<file path="src/rtl/cam_wr_packer_pkg.sv">
// Shared definitions for the camera write packer.
// Holds the FSM state encoding, the word-FIFO entry layout
// {data[127:0], addr[24:0]} and the default frame constants
// (640x480 RGB565, 8 pixels per 128-bit word).
package cam_wr_packer_pkg;

  localparam int unsigned ADDR_W       = 25;
  localparam int unsigned DATA_W       = 128;
  localparam int unsigned PIX_W        = 16;
  localparam int unsigned PIX_PER_WORD = DATA_W / PIX_W;
  localparam int unsigned ENTRY_W      = DATA_W + ADDR_W;

  localparam int unsigned       DEF_WORDS_PER_FRAME = 38400;
  localparam int unsigned       DEF_ADDR_STEP       = 8;
  localparam logic [ADDR_W-1:0] DEF_BUF1_BASE       = 25'h0100000;
  localparam int unsigned       DEF_FIFO_DEPTH      = 4;

  typedef enum logic [1:0] {
    ST_IDLE    = 2'd0,
    ST_CAPTURE = 2'd1,
    ST_DRAIN   = 2'd2
  } state_e;

  typedef struct packed {
    logic [DATA_W-1:0] data;
    logic [ADDR_W-1:0] addr;
  } fifo_entry_t;

endpackage

</file>
<file path="src/rtl/cam_wr_packer_fifo.sv">
// pack_fifo: small synchronous FIFO holding packed words with their
// DDR addresses.
// Ports:
//   clk_i, rst_i     clock, synchronous active-high reset (empties FIFO)
//   push_i, wdata_i  write strobe and entry; accepted when not full, or
//                    when full and a pop happens in the same cycle
//   pop_i            read strobe; ignored when empty
//   rdata_o          head entry (first-word fall-through)
//   full_o, empty_o  occupancy flags
// DEPTH must be a power of two, 2 or more.
module pack_fifo #(
  parameter int unsigned WIDTH = 153,
  parameter int unsigned DEPTH = 4
) (
  input  logic             clk_i,
  input  logic             rst_i,
  input  logic             push_i,
  input  logic             pop_i,
  input  logic [WIDTH-1:0] wdata_i,
  output logic [WIDTH-1:0] rdata_o,
  output logic             full_o,
  output logic             empty_o
);

  localparam int unsigned AW = (DEPTH > 1) ? $clog2(DEPTH) : 1;

  logic [WIDTH-1:0] mem_q [DEPTH];
  // One extra pointer bit distinguishes full from empty.
  logic [AW:0]      wr_ptr_q, rd_ptr_q;
  logic             do_push, do_pop;

  assign empty_o = (wr_ptr_q == rd_ptr_q);
  assign full_o  = (wr_ptr_q[AW] != rd_ptr_q[AW]) &&
                   (wr_ptr_q[AW-1:0] == rd_ptr_q[AW-1:0]);
  assign do_pop  = pop_i && !empty_o;
  // Pop frees the head slot in the same edge, so push-on-full is legal then.
  assign do_push = push_i && (!full_o || do_pop);
  assign rdata_o = mem_q[rd_ptr_q[AW-1:0]];

  always_ff @(posedge clk_i) begin
    if (do_push) mem_q[wr_ptr_q[AW-1:0]] <= wdata_i;
  end

  always_ff @(posedge clk_i) begin
    if (rst_i) begin
      wr_ptr_q <= '0;
      rd_ptr_q <= '0;
    end else begin
      if (do_push) wr_ptr_q <= wr_ptr_q + 1'b1;
      if (do_pop)  rd_ptr_q <= rd_ptr_q + 1'b1;
    end
  end

endmodule

</file>
<file path="src/rtl/cam_wr_packer.sv">
// cam_wr_packer: packs 16-bit RGB565 camera pixels into 128-bit words and
// issues them as DDR write requests into one of two frame buffers.
// Ports:
//   clk_133M, rst_133M   clock, synchronous active-high reset
//   pixel_data/valid     pixel stream (one-cycle strobes)
//   frame_start          one-cycle pulse before the first pixel of a frame
//   busy                 downstream cannot take a request this cycle
//   camera_wr_req        one-cycle request, one FIFO word per request
//   camera_wr_address    word address (buffer base + index*ADDR_STEP)
//   camera_wr_data       8 packed pixels, first pixel in [15:0]
//   frame_done           pulse once the last word of a frame has gone out
//   ready_buf            buffer index of the last completed frame
//   overflow             sticky: a word was dropped on a full FIFO
//   frame_error          sticky: frame_start arrived mid-frame
module cam_wr_packer
  import cam_wr_packer_pkg::*;
#(
  parameter int unsigned       WORDS_PER_FRAME = DEF_WORDS_PER_FRAME,
  parameter int unsigned       ADDR_STEP       = DEF_ADDR_STEP,
  parameter logic [24:0]       BUF1_BASE       = DEF_BUF1_BASE,
  parameter int unsigned       FIFO_DEPTH      = DEF_FIFO_DEPTH
) (
  input  logic         clk_133M,
  input  logic         rst_133M,
  input  logic [15:0]  pixel_data,
  input  logic         pixel_valid,
  input  logic         frame_start,
  input  logic         busy,
  output logic         camera_wr_req,
  output logic [24:0]  camera_wr_address,
  output logic [127:0] camera_wr_data,
  output logic         frame_done,
  output logic         ready_buf,
  output logic         overflow,
  output logic         frame_error
);

  localparam int unsigned        IDX_W    = (WORDS_PER_FRAME > 1) ? $clog2(WORDS_PER_FRAME) : 1;
  localparam logic [IDX_W-1:0]   LAST_IDX = IDX_W'(WORDS_PER_FRAME - 1);
  localparam logic [ADDR_W-1:0]  STEP     = ADDR_W'(ADDR_STEP);

  state_e              state_q, state_d;
  logic [2:0]          pix_cnt_q;
  logic [DATA_W-1:0]   acc_q;
  logic [IDX_W-1:0]    word_idx_q;
  logic [ADDR_W-1:0]   addr_q;
  logic                cur_buf_q, ready_buf_q;
  logic                pend_q;
  fifo_entry_t         pend_entry_q;
  logic                overflow_q, frame_error_q, frame_done_q;
  logic [DATA_W-1:0]   out_data_q;
  logic [ADDR_W-1:0]   out_addr_q;

  logic                fifo_full, fifo_empty, fifo_pop;
  fifo_entry_t         head;

  logic [2:0]          pix_idx;
  logic [IDX_W-1:0]    idx_cur;
  logic [ADDR_W-1:0]   addr_cur, base_addr;
  logic                pix_take, word_done, last_word, drain_done;

  assign base_addr = cur_buf_q ? BUF1_BASE : '0;

  // Requests come straight off the FIFO head; reset masks the cycle in
  // which the FIFO is being flushed.
  assign fifo_pop = !fifo_empty && !busy && !rst_133M;

  pack_fifo #(
    .WIDTH (ENTRY_W),
    .DEPTH (FIFO_DEPTH)
  ) u_fifo (
    .clk_i   (clk_133M),
    .rst_i   (rst_133M),
    .push_i  (pend_q),
    .pop_i   (fifo_pop),
    .wdata_i (pend_entry_q),
    .rdata_o (head),
    .full_o  (fifo_full),
    .empty_o (fifo_empty)
  );

  // frame_start restarts the frame before a same-cycle pixel is taken, so
  // that pixel is slot 0 of word 0 in the (kept) current buffer.
  always_comb begin
    state_d    = state_q;
    pix_idx    = frame_start ? 3'd0 : pix_cnt_q;
    idx_cur    = frame_start ? '0 : word_idx_q;
    addr_cur   = frame_start ? base_addr : addr_q;
    pix_take   = pixel_valid && (frame_start || state_q == ST_CAPTURE);
    word_done  = pix_take && (pix_idx == 3'd7);
    last_word  = word_done && (idx_cur == LAST_IDX);
    // Done only once the last completed word has left the FIFO.
    drain_done = (state_q == ST_DRAIN) && !frame_start && !pend_q && fifo_empty;
    unique case (state_q)
      ST_IDLE:    if (frame_start) state_d = ST_CAPTURE;
      ST_CAPTURE: if (last_word)   state_d = ST_DRAIN;
      ST_DRAIN: begin
        if (frame_start)     state_d = ST_CAPTURE;
        else if (drain_done) state_d = ST_IDLE;
      end
      default:    state_d = ST_IDLE;
    endcase
  end

  always_ff @(posedge clk_133M) begin
    if (rst_133M) state_q <= ST_IDLE;
    else          state_q <= state_d;
  end

  always_ff @(posedge clk_133M) begin
    if (rst_133M) begin
      pix_cnt_q     <= '0;
      acc_q         <= '0;
      word_idx_q    <= '0;
      addr_q        <= '0;
      cur_buf_q     <= 1'b0;
      ready_buf_q   <= 1'b0;
      pend_q        <= 1'b0;
      pend_entry_q  <= '0;
      overflow_q    <= 1'b0;
      frame_error_q <= 1'b0;
      frame_done_q  <= 1'b0;
      out_data_q    <= '0;
      out_addr_q    <= '0;
    end else begin
      frame_done_q <= 1'b0;

      if (frame_start) begin
        acc_q      <= '0;
        pix_cnt_q  <= '0;
        word_idx_q <= '0;
        addr_q     <= base_addr;
        if (state_q != ST_IDLE) frame_error_q <= 1'b1;
      end

      if (pix_take) begin
        if (word_done) begin
          // Word and its address are staged together; the address advances
          // even if the FIFO later drops the word, keeping frame length.
          pend_entry_q.data <= {pixel_data, acc_q[DATA_W-PIX_W-1:0]};
          pend_entry_q.addr <= addr_cur;
          pix_cnt_q         <= '0;
          word_idx_q        <= last_word ? '0 : idx_cur + 1'b1;
          addr_q            <= addr_cur + STEP;
        end else begin
          acc_q[{pix_idx, 4'b0000} +: PIX_W] <= pixel_data;
          pix_cnt_q                          <= pix_idx + 3'd1;
        end
      end

      pend_q <= word_done;
      if (pend_q && fifo_full && !fifo_pop) overflow_q <= 1'b1;

      if (fifo_pop) begin
        out_data_q <= head.data;
        out_addr_q <= head.addr;
      end

      if (drain_done) begin
        frame_done_q <= 1'b1;
        ready_buf_q  <= cur_buf_q;
        cur_buf_q    <= ~cur_buf_q;
      end
    end
  end

  assign camera_wr_req     = fifo_pop;
  assign camera_wr_data    = fifo_pop ? head.data : out_data_q;
  assign camera_wr_address = fifo_pop ? head.addr : out_addr_q;
  assign frame_done        = frame_done_q;
  assign ready_buf         = ready_buf_q;
  assign overflow          = overflow_q;
  assign frame_error       = frame_error_q;

endmodule

</file>
<file path="config.mk">
export PLATFORM = sky130hd
export DESIGN_NAME = cam_wr_packer
export DESIGN_NICKNAME = d
export VERILOG_FILES = /design/src/rtl/cam_wr_packer_pkg.sv /design/src/rtl/cam_wr_packer_fifo.sv /design/src/rtl/cam_wr_packer.sv
export SDC_FILE = /design/constraint.sdc
export NUM_CORES = 1
export LEC_CHECK = 0
export ABC_AREA = 1
export CAP_MARGIN = 10
export CORE_MARGIN = 3
export CORE_UTILIZATION = 40
export DETAILED_ROUTE_END_ITERATION = 10
export PLACE_DENSITY_LB_ADDON = 0.3
export SYNTH_ARGS = -nofsm -noshare
export SYNTH_HDL_FRONTEND = slang
export SYNTH_HIERARCHICAL = 1
export SYNTH_SLANG_ARGS = --single-unit
</file>
<file path="constraint.sdc">
create_clock -name clk_133M -period 28.5 [get_ports clk_133M]
set_input_delay 5.7 -clock clk_133M [delete_from_list [all_inputs] [get_ports clk_133M]]
set_output_delay 5.7 -clock clk_133M [all_outputs]
set_load 0.02 [all_outputs]
</file>
## Yosys cells after proc, flatten, opt, wreduce, memory -nomap -nowiden

Memory sizes are Yosys's and may differ from the RTL's. A register that Yosys moved wholly into a read port is not among the register bits.
Cells that the tools add are included.

| operators by class | value |
|---|---|
| add/subtract/negate cells | 6 |
| $mul | 0 |
| div/mod/pow operators | 0 |
| magnitude comparators | 0 |
| equal/unequal tests | 10 |
| shift operators | 2 |
| multiplexer cells | 28 |
| bitwise operators | 1 |
| reduce and logical (&&, ||, !) cells | 27 |

Operators by type and width:

| cell | number |
|---|---|
| $mux 128 | 5 |
| $bwmux 128 | 1 |
| $shift 16x9->128 const A | 1 |
| $shiftx 16x9->128 | 1 |
| $mux 25 | 4 |
| $mux 16 | 4 |
| $add 25x4->25 const B | 1 |
| $mux 21 | 1 |
| $add 16x1->16 const B | 1 |
| $eq 16x16->1 const B | 1 |
| $logic_and 1x1->1 | 13 |
| $mux 2 | 6 |
| $add 3x1->3 const B | 3 |
| $mux 3 | 3 |
| $neg 7->9 | 1 |
| $logic_not 1->1 | 7 |
| $pmux 2 s3 | 1 |
| $ne 2x2->1 const B | 2 |
| $reduce_and 2->1 | 2 |
| $eq 3x3->1 | 1 |
| $eq 3x3->1 const B | 1 |
| $mux 1 | 3 |
| $ne 3x3->1 const B | 1 |
| $reduce_and 3->1 | 1 |
| other kinds (8) | 9 |

| word-level totals | value |
|---|---|
| register bits after elaboration | 492 |
| latch bits | 0 |
| memory bits (writable) | 612 |
| bits in read-only memories | 0 |
| input bits | 21 |
| word-level logic and storage cells | 92 |
| memories | 1 |

Memory list:

| memory | words | width | read ports | clocked after memory_dff | wr ports | line | source |
|---|---|---|---|---|---|---|---|
| u_fifo.mem_q | 4 | 153 | 1 | 1 | 1 | cam_wr_packer_fifo.sv:27 | `logic [WIDTH-1:0] mem_q [DEPTH];` |

## Longest topological paths before layout

Gate-level depths: netlist of the first run.

| depth | value |
|---|---|
| depth after elaboration | 9 |
| mapped depth | 16 |
| gate-level depth less buffers | 14 |

## Modules after synthesis

Netlist of the first run, hierarchy kept.

Modules (own cells, without submodules):

| module | instances | cells an instance | area an instance (µm²) | seq. area each (µm²) |
|---|---|---|---|---|
| pack_fifo | 1 | 1,545 | 23,139.7 | 18,537.8 |
| cam_wr_packer | 1 | 2,296 | 18,320.1 | 9,409.0 |

## Least setup slack after synthesis of the first run

No wires, ideal clock.

| path | value |
|---|---|
| path type | input to register |
| from | input port rst_133M |
| to | memory u_fifo.mem_q[0][0], enable pin |
| library setup time | 0.668 ns |
| data arrival time | 13.293 ns |
| required time | 27.832 ns |
| setup slack | 14.539 ns |
| stages on the path | 8 |
| path through | buf_2 > nor3_2 > buf_2 > clkbuf_1 > inv_1 > nand4_1 > nand2_2 > nor2_1 |

| on the way | value |
|---|---|
| word-level cells in the longest chain between the ends | 7 |

RTL lines:

| element | line | source |
|---|---|---|
| start, declared | cam_wr_packer.sv:24 | `input logic rst_133M,` |
| $logic_not 1->1 | cam_wr_packer.sv:66 | `assign fifo_pop = !fifo_empty && !busy && !rst_133M;` |
| $logic_and 1x1->1 | cam_wr_packer.sv:66 |  |
| via camera_wr_req | cam_wr_packer.sv:29 | `output logic camera_wr_req,` |
| $logic_and 1x1->1 | cam_wr_packer_fifo.sv:35 | `assign do_pop = pop_i && !empty_o;` |
| $logic_or 1x1->1 | cam_wr_packer_fifo.sv:37 | `assign do_push = push_i && (!full_o \|\| do_pop);` |
| $logic_and 1x1->1 | cam_wr_packer_fifo.sv:37 |  |
| $mux 1 | cam_wr_packer_fifo.sv:41 | `if (do_push) mem_q[wr_ptr_q[AW-1:0]] <= wdata_i;` |
| $mux 1 (implied by the code) | cam_wr_packer_fifo.sv:41 |  |
| end, declared | cam_wr_packer_fifo.sv:27 |  |

The timed path passes the listed nets, and every way through them passes these cells.

## Final worst setup path of the first run

| path | value |
|---|---|
| from | input port rst_133M |
| to | output port camera_wr_data[29] |

| on the way | value |
|---|---|
| word-level cells in the longest chain between the ends | 3 |

RTL lines:

| element | line | source |
|---|---|---|
| $logic_not 1->1 | cam_wr_packer.sv:66 |  |
| $logic_and 1x1->1 | cam_wr_packer.sv:66 |  |
| $mux 128 | n/a |  |
| end, declared | cam_wr_packer.sv:31 | `output logic [127:0] camera_wr_data,` |

Every way passes these cells.

==> metrics, run 1 <==
status complete, no violations; vias after detailed routing 27,900; WL per Instance 19.1 µm; final net count just under 4,000; Die Ht 328 µm; Mapped Avg Cell Area 10.8 µm²; Post-DP HPWL 60,600 µm; setup TNS 0 ns; maximum vdd drop 41.8 µV; total setup buffers inserted after CTS 0; min-delay worst type reg -> reg; layout cells sized above 1 a little under a tenth; crit path kind in -> out; Setup Skew about 0.018 ns; Synth area leaders edfxtp_1 (44%), dfxtp_1 (23%), o21ai_0 (6.5%); hold path depth 2; worst r2r dst u_fifo/mem_q[2][89]; post-CTS sizing 0; crit-path max FO between 100 and 150; internal power roughly 2500 µW; Flop pwr share 53.1%; Final Hold Viols 0; most frequent cell after synthesis nor2_1; DR pass1 iterations 6; Die X 328 µm; clock network fraction of design power 45.6%; Mapped Area 41,500 µm²; critical path capture point type primary output; Gate power share 1.4%; Ys Warns 6; PD cells 65.3 nW/µm²; Die Area 108,000 µm²; Post-Synthesis Cells 3,841; final worst-path cycle share roughly half; area leader, netlist edfxtp_1; GRT overflow 0; Worst Tran Pin Value 1.15 ns; Cells after DPL 5,172; Post-synth EDFFs slightly above 600; Critical Path Source rst_133M; worst-skew pair later-pin latency 0.67 ns; Hold Path End addr_q[2]; Detailed Route WL 103,000 µm; Antenna Nets Post-Route 0; Async SR Flop Fraction 0%; CTS tree built; Clock Root Buffer clkbuf_16; most instantiated cells after synthesis nor2_1 (634), edfxtp_1 (612), o21ai_0 (538); Synth Flop Type edfxtp_1; final setup vio count 0; CTS buffer count 110; io pins 179; Area Overhead vs Synth 14.6%; Setup crit start kind input pin; Clock Tree Buf Depth 3; PortBufs around 180; worst hold start addr_q[2]; Netlist cell types 49; fin crit period 14.78 ns; worst rel slew slack 23.0%; Worst Reg-to-Reg Cells 13; top cell type's share of synthesized area 44.3%; Psw 624 µW; DRC Markers 0; initial antenna violation count 4; first-pass GRT wire length about 160,000 µm; post-route core utilization a little under half; WP data required 22.80 ns; hold_buf cts 0; Pleak 0.0193 µW; Site Rows 117; Syn Nets 3,874; number of max-cap violations 0; fillers 9,253; vias per cell 5.17; Placer Congestion 0.876; Pwr Total 3100 µW; core area 102,000 µm²; unrepaired setup endpoints after global routing no; Worst-path clk slew 0.05 ns; Iter 0 DRT Violations 2,289; switch share 20.1%; Final Max Slew Viols 0; pin count of the biggest net entering global routing 230; crit path DAT 9.08 ns; reg2reg setup slack 23.57 ns; htree depth 3; non-filler cells, final 5,384; GR Util All Layers 18.7%; clk sink count 1,090; Starting Density 40.5%; Fmax 67.7 MHz; vias in the first global route between 20,000 and 30,000; RR Startpoint u_fifo/wr_ptr_q[1]; Yosys reg bits 1,090; Seq/Total Area, Yosys 67.4%
==> area by class of cell <==
class | instances | area (µm²) | share of cell area, %
well taps | 1368 | 1710 | 3.60
diodes | 2 | 5.00 | 0.0105
clock inverters | 51 | 447 | 0.940
multi-input cells | 2229 | 11200 | 23.5
repair buffers | 207 | 2030 | 4.27
clock buffers | 159 | 3130 | 6.59
flip-flops and latches | 1090 | 28000 | 58.8
inverters | 278 | 1060 | 2.24
==> sequential cells by signal, indices dropped and copies added, names as in the netlist, named ones only <==
register / flops
out_data_q: 128
state_q: 2
frame_done: 1
acc_q: 112
u_fifo/mem_q: 612
pix_cnt_q: 3
u_fifo/wr_ptr_q: 3
ready_buf: 1
pend_q: 1
addr_q: 25
pend_entry_q: 153
cur_buf_q: 1
out_addr_q: 25
word_idx_q: 16
overflow: 1
frame_error: 1
u_fifo/rd_ptr_q: 3
==> metal layers <==
layer  share of wire [%]  track usage (%)  up-vias
li1                    -                -    13400
met1                  46             26.2    13600
met2                  46             29.6      731
met3                 5.5             2.81      165
met4                 3.0             6.41        2
met5               0.012                0        -
==> worst max path at each step <==
stage	cells past startpoint	end
finish	8	camera_wr_data[29]
detailed placement	8	camera_wr_data[32]
global route	8	camera_wr_data[49]
global placement	8	camera_wr_address[22]
CTS	8	camera_wr_data[29]
floorplan	8	u_fifo/mem_q[0][0]
==> kinds of logic (layout without fill, tap and decap cells) <==
group	Yosys count	count (layout)	synth area share [%]
fa+ha+maj	12	12	0.362
buf+inv	522	695	5.77
compound gates	968	968	13.0
flops	1090	1090	67.4
simple gates	1244	1244	13.3
xor+xnor	5	5	0.106
other cells	0	2	0
==> layout by cell type (no fill, tap or decap), types with 9 or more instances in the layout <==
| master | count |
|---|---|
| or2_2 | 133 |
| o21ai_1 | 29 |
| clkbuf_16 | 115 |
| or2_0 | 21 |
| nand3_1 | 99 |
| clkdlybuf4s50_1 | 177 |
| o21ai_0 | 538 |
| buf_4 | 27 |
| nand2_1 | 276 |
| inv_2 | 11 |
| nor3_1 | 31 |
| a21oi_1 | 144 |
| clkbuf_8 | 10 |
| dfxtp_1 | 476 |
| o22ai_1 | 153 |
| ha_1 | 12 |
| clkinv_1 | 18 |
| inv_1 | 262 |
| a211oi_1 | 17 |
| nor2_1 | 630 |
| a22o_1 | 79 |
| nand4_1 | 14 |
| nor2_4 | 9 |
| clkinv_2 | 16 |
| edfxtp_1 | 612 |
| clkbuf_1 | 35 |
==> power by group through the flow <==
stage          registers, µW  logic (µW)  clock network [µW]
6_report                1650        42.3                1410
5_1_grt                 1650        45.6                1510
4_1_cts                 1650        42.1                1450
3_5_place_dp            1680        42.1                   0
3_3_place_gp            1680        42.2                   0
2_1_floorplan           1680        27.3                   0
==> metrics by stage <==
step	area (µm²)	setup slack, ns	hold slack, ns
finish	47500	13.72	0.447
global route	47500	13.33	0.475
CTS	47500	13.56	0.449
detailed placement	43900	13.58	0.439
global placement	43900	13.56	0.425
floorplan	41500	14.54	0.415
==> critical path: stages <==
cell and delay [ns]:
clkbuf_8 0.56, nor3_4 0.02, buf_4 0.36, inv_4 0.61, buf_4 0.76, o21ai_0 0.27, inv_1 0.11, clkdlybuf4s50_1 0.60
Note: power is estimated with default switching activity, not from simulation.
==> run 2, diff against run 1 <==
clock period = 14.4 ns   (was 28.5 ns; I/O delays follow)
==> metrics, run 2 (synthesized netlist as in run 1, its figures left out) <==
status complete, no violations; met3 wire length 6260 µm; post-route core utilization 46.4%; Setup crit start kind input pin; clk sink count 1,090; GRT overflow 0; Site Rows 117; Clock Tree Buf Depth 3; Final Hold Viols 0; Fmax 107 MHz; maximum vdd drop 75.2 µV; worst r2r dst u_fifo/mem_q[3][94]; crit-path max FO 158; Pleak 0.0194 µW; Psw 1220 µW; Setup Skew approximately 0.018 ns; CTS tree built; GR Util All Layers between 10% and 20%; most common cell after layout, fill and taps aside nor2_1; Hold WS 0.441 ns; clock network fraction of design power between 40% and 50%; Worst Reg-to-Reg Cells 13; critical path capture point type primary output; CTS buffer count 106; pin count of the biggest net entering global routing 159; min-delay worst type reg -> reg; number of max-cap violations 0; worst rel slew slack 25.2%; CP max stage cell buf_4; vias after detailed routing 27,600; RR Startpoint u_fifo/wr_ptr_q[1]; Clock Root Buffer clkbuf_16; Largest register FFs 612; register area 28,000 µm²; Gate power share 1.4%; Die X 328 µm; Final Max Slew Viols 0; Worst Tran Pin Value 1.12 ns; WP data required 11.52 ns; PortBufs 178; Flop pwr share between 50% and 60%; met1 wire length 46,600 µm; Placer Congestion 0.881; uppermost layer routed met5; fillers slightly above 9,000; worst hold start addr_q[1]; switch share approximately a fifth; Area Overhead vs Synth 14.6%; first-pass GRT wire length 156,000 µm; Post-DP HPWL 60,400 µm; worst-skew pair later-pin latency 0.67 ns; footprint of the multi-input gates 11,200 µm²; post-CTS sizing 0; initial antenna violation count 3; WL met2 47,000 µm; Die Area 108,000 µm²; most frequent cells in the layout nor2_1 (630), edfxtp_1 (612), o21ai_0 (538); DR pass1 iterations 5; Hold Path End addr_q[1]; crit path kind in -> out; final net count 3,945; hold path depth 2; total setup buffers inserted after CTS 0; hold_buf cts 0; reg2reg setup slack 9.59 ns; Antenna Nets Post-Route 0; setup TNS 0 ns; crit path DAT 6.44 ns; Worst-path clk slew 0.06 ns; layout cells sized above 1 9.58%; PD cells 130 nW/µm²; vias in the first global route 25,800; final setup vio count 0; Detailed Route WL 102,000 µm; fin crit period 9.32 ns; CP max stage delay 0.74 ns; unrepaired setup endpoints after global routing no; vias per cell between 5 and 6; worst-path cell chain clkbuf_8 -> nor3_4 -> buf_12 -> inv_4 -> buf_4 -> o21ai_0 -> inv_1 -> clkdlybuf4s50_1; Starting Density 40.5%; htree depth 3; Die Ht between 300 and 400 µm; DRC Markers 0; WL per Instance 19.0 µm; io pins 179; Iter 0 DRT Violations ~2,100; final worst-path cycle share 64.7%; core area 102,000 µm²; internal power 4960 µW
-- run 2: metrics by stage --
stage / instances / power, µW / area (µm²) / worst slack, ns
finish: 5370 / 6180 / 47500 / 5.08
global route: 5368 / 6370 / 47500 / 4.82
CTS: 5368 / 6240 / 47500 / 5.15
detailed placement: 5172 / 3410 / 43900 / 5.16
global placement: 5172 / 3410 / 43900 / 5.20
floorplan: 3841 / 3380 / 41500 / 3.26
-- run 2: critical path, delay by kind of cell --
kind	cells	cell delay, ns
buffers and inverters	6	2.94
AOI/OAI and AO/OA	1	0.27
and+or+nand+nor	1	0.06
-- run 2: power groups by stage --
stage / logic, µW / registers, µW / clock network (µW)
2_1_floorplan: 54.1 / 3330 / 0
3_3_place_gp: 83.2 / 3330 / 0
3_5_place_dp: 83.1 / 3330 / 0
4_1_cts: 83.2 / 3260 / 2890
5_1_grt: 90.6 / 3260 / 3020
6_report: 83.7 / 3260 / 2830
-- run 2: layout make-up --
type                       count  area share [%]
sequential                  1090            58.8
multi-input combinational   2229            23.5
clock buffer                 149            6.32
timing repair buffer         207            4.29
tap                         1368            3.60
inverter                     278            2.24
clock inverter                47            1.23
antenna                        2          0.0105
-- run 2: how the worst max path moves through the flow --
stage / startpoint / to / cells after the start
2_1_floorplan: rst_133M / u_fifo/mem_q[0][0] / 8
3_3_place_gp: rst_133M / camera_wr_data[44] / 8
3_5_place_dp: rst_133M / camera_wr_data[44] / 8
4_1_cts: rst_133M / camera_wr_data[44] / 8
5_1_grt: rst_133M / camera_wr_data[33] / 8
6_report: rst_133M / camera_wr_address[12] / 8
-- run 2: metal layers --
metal  vias up  global-route usage (%)
met1     13400                    26.5
li1      13400                       -
met2       726                    29.5
met3       115                    3.01
met5         -                       0
met4         2                    5.33
==> run 3, diff against run 2 <==
clock period = 8.05 ns   (was 14.4 ns; I/O delays follow)
==> metrics, run 3 (synthesized netlist as in run 1, its figures left out) <==
status complete, no violations; Die Ht between 300 and 400 µm; Iter 0 DRT Violations 2,392; Gate power share 1.3%; CP max stage cell inv_4; most frequent cells in the layout nor2_1 (630), edfxtp_1 (612), o21ai_0 (538); fillers 9,318; WL per Instance around 19 µm; Detailed Route WL 101,000 µm; CTS tree built; cell area after layout 47,900 µm²; Pleak 0.0194 µW; Worst Reg-to-Reg Cells 12; htree depth 3; worst slack, placed 2.01 ns; hold path depth 2; GR Util All Layers between 10% and 20%; placed cell area 44,000 µm²; final worst-path cycle share 75.1%; Fmax 165 MHz; DRC Markers 0; worst-path cell chain clkbuf_8 -> nor3_4 -> inv_4 -> buf_4 -> o21ai_0 -> inv_1 -> clkdlybuf4s50_1; first-pass GRT wire length 155,000 µm; number of max-cap violations 0; initial antenna violation count 2; clock network fraction of design power 47.5%; total setup buffers inserted after CTS 0; Placer Congestion 0.889; CTS buffer count 110; pin count of the biggest net entering global routing 219; Setup Skew 0.0208 ns; unrepaired setup endpoints after global routing no; crit path kind in -> out; Worst-path clk slew about 0.060 ns; io pins 179; Flop pwr share 51.2%; Starting Density 40.5%; maximum vdd drop roughly 170 µV; Pwr Total 11,400 µW; worst rel slew slack 13.0%; Psw 2280 µW; hold_buf cts 0; switch share 20.0%; Final Max Slew Viols 0; PortBufs 178; final net count 3,948; WP data required 6.44 ns; worst-skew pair later-pin latency 0.68 ns; Post-DP HPWL 58,500 µm; CP max stage delay about 0.61 ns; vias in the first global route 25,900; Die Area about 110,000 µm²; final setup vio count 0; Final Hold Viols 0; min-delay worst type reg -> reg; clk sink count between 1,000 and 1,500; Clock Root Buffer clkbuf_16; internal power 9110 µW; reg2reg setup slack 4.02 ns; vias after detailed routing 27,700; Antenna Nets Post-Route 0; Clock Tree Buf Depth 3; GRT overflow 0; final worst slack 2.01 ns; footprint of the multi-input gates 11,200 µm²; Largest register FFs 612; DR pass1 iterations 5; Worst Tran Pin Value 1.30 ns; register area between 20,000 and 30,000 µm²; Setup crit start kind input pin; crit path DAT 4.43 ns; fin crit period 6.04 ns; PD cells 238 nW/µm²; critical path capture point type primary output; Site Rows 117; layout cells sized above 1 10.0%; core area 102,000 µm²; Die X 328 µm; Area Overhead vs Synth 15.5%; vias per cell about 5.1; post-route core utilization a little under half; post-CTS sizing 0; crit-path max FO 88; most common cell after layout, fill and taps aside nor2_1
[run 3: changes by cell type in the layout (fill, tap and decap cells not counted), moves of 4 or more]
cell        previous run  this run
clkbuf_1              25        14
clkinv_2              17        23
buf_4                 26        21
bufinv_16             13        18
clkinv_1               8        13
buf_12                 3         7
clkbuf_16            108       112
clkinvlp_4             4         8
[run 3: power by group through the flow]
stage                     Combinational, µW  Sequential [µW]  Clock (µW)
final                                   150             5830        5410
after global routing                    162             5830        5760
after CTS                               150             5830        5520
after detailed placement                149             5950           0
after global placement                  148             5950           0
after floorplan                        96.8             5950           0
[run 3: final timing paths]
kind,start,end
worst max-delay path,rst_133M,camera_wr_data[108]
worst min register to register,acc_q[103],pend_entry_q[128]
worst min-delay path,acc_q[103],pend_entry_q[128]
worst max register to register,u_fifo/wr_ptr_q[1],u_fifo/mem_q[1][64]
[run 3: cell type report]
class	instances	area share, %
inverter	278	2.22
clock inverter	70	1.85
tap	1368	3.57
timing repair buffer	206	4.35
antenna	1	0.00522
sequential	1090	58.4
multi-input combinational	2229	23.3
clock buffer	139	6.33
[run 3: per-layer routing]
metal	global-route usage [%]	part of all wire, %	routed length (µm)	vias up
met1	26.2	46	46700	13400
met3	2.85	5.9	5920	132
met2	28.7	45	45800	767
met5	0	0.013	13	-
met4	5.71	2.3	2360	2
li1	-	-	-	13400
[run 3: worst max-delay path, delay by kind of cell]
family                 cells  cell delay [ns]
buffers and inverters      5             2.28
AO/OA/AOI/OAI              1             0.20
AND/OR/NAND/NOR            1             0.10
[run 3: through the flow]
stage               TNS [ns]  cells  hold WS (ns)
floorplan           -1114.51   3841         0.415
global placement           0   5171         0.425
detailed placement         0   5171         0.438
CTS                        0   5380         0.447
global route               0   5380         0.457
finish                     0   5381         0.444
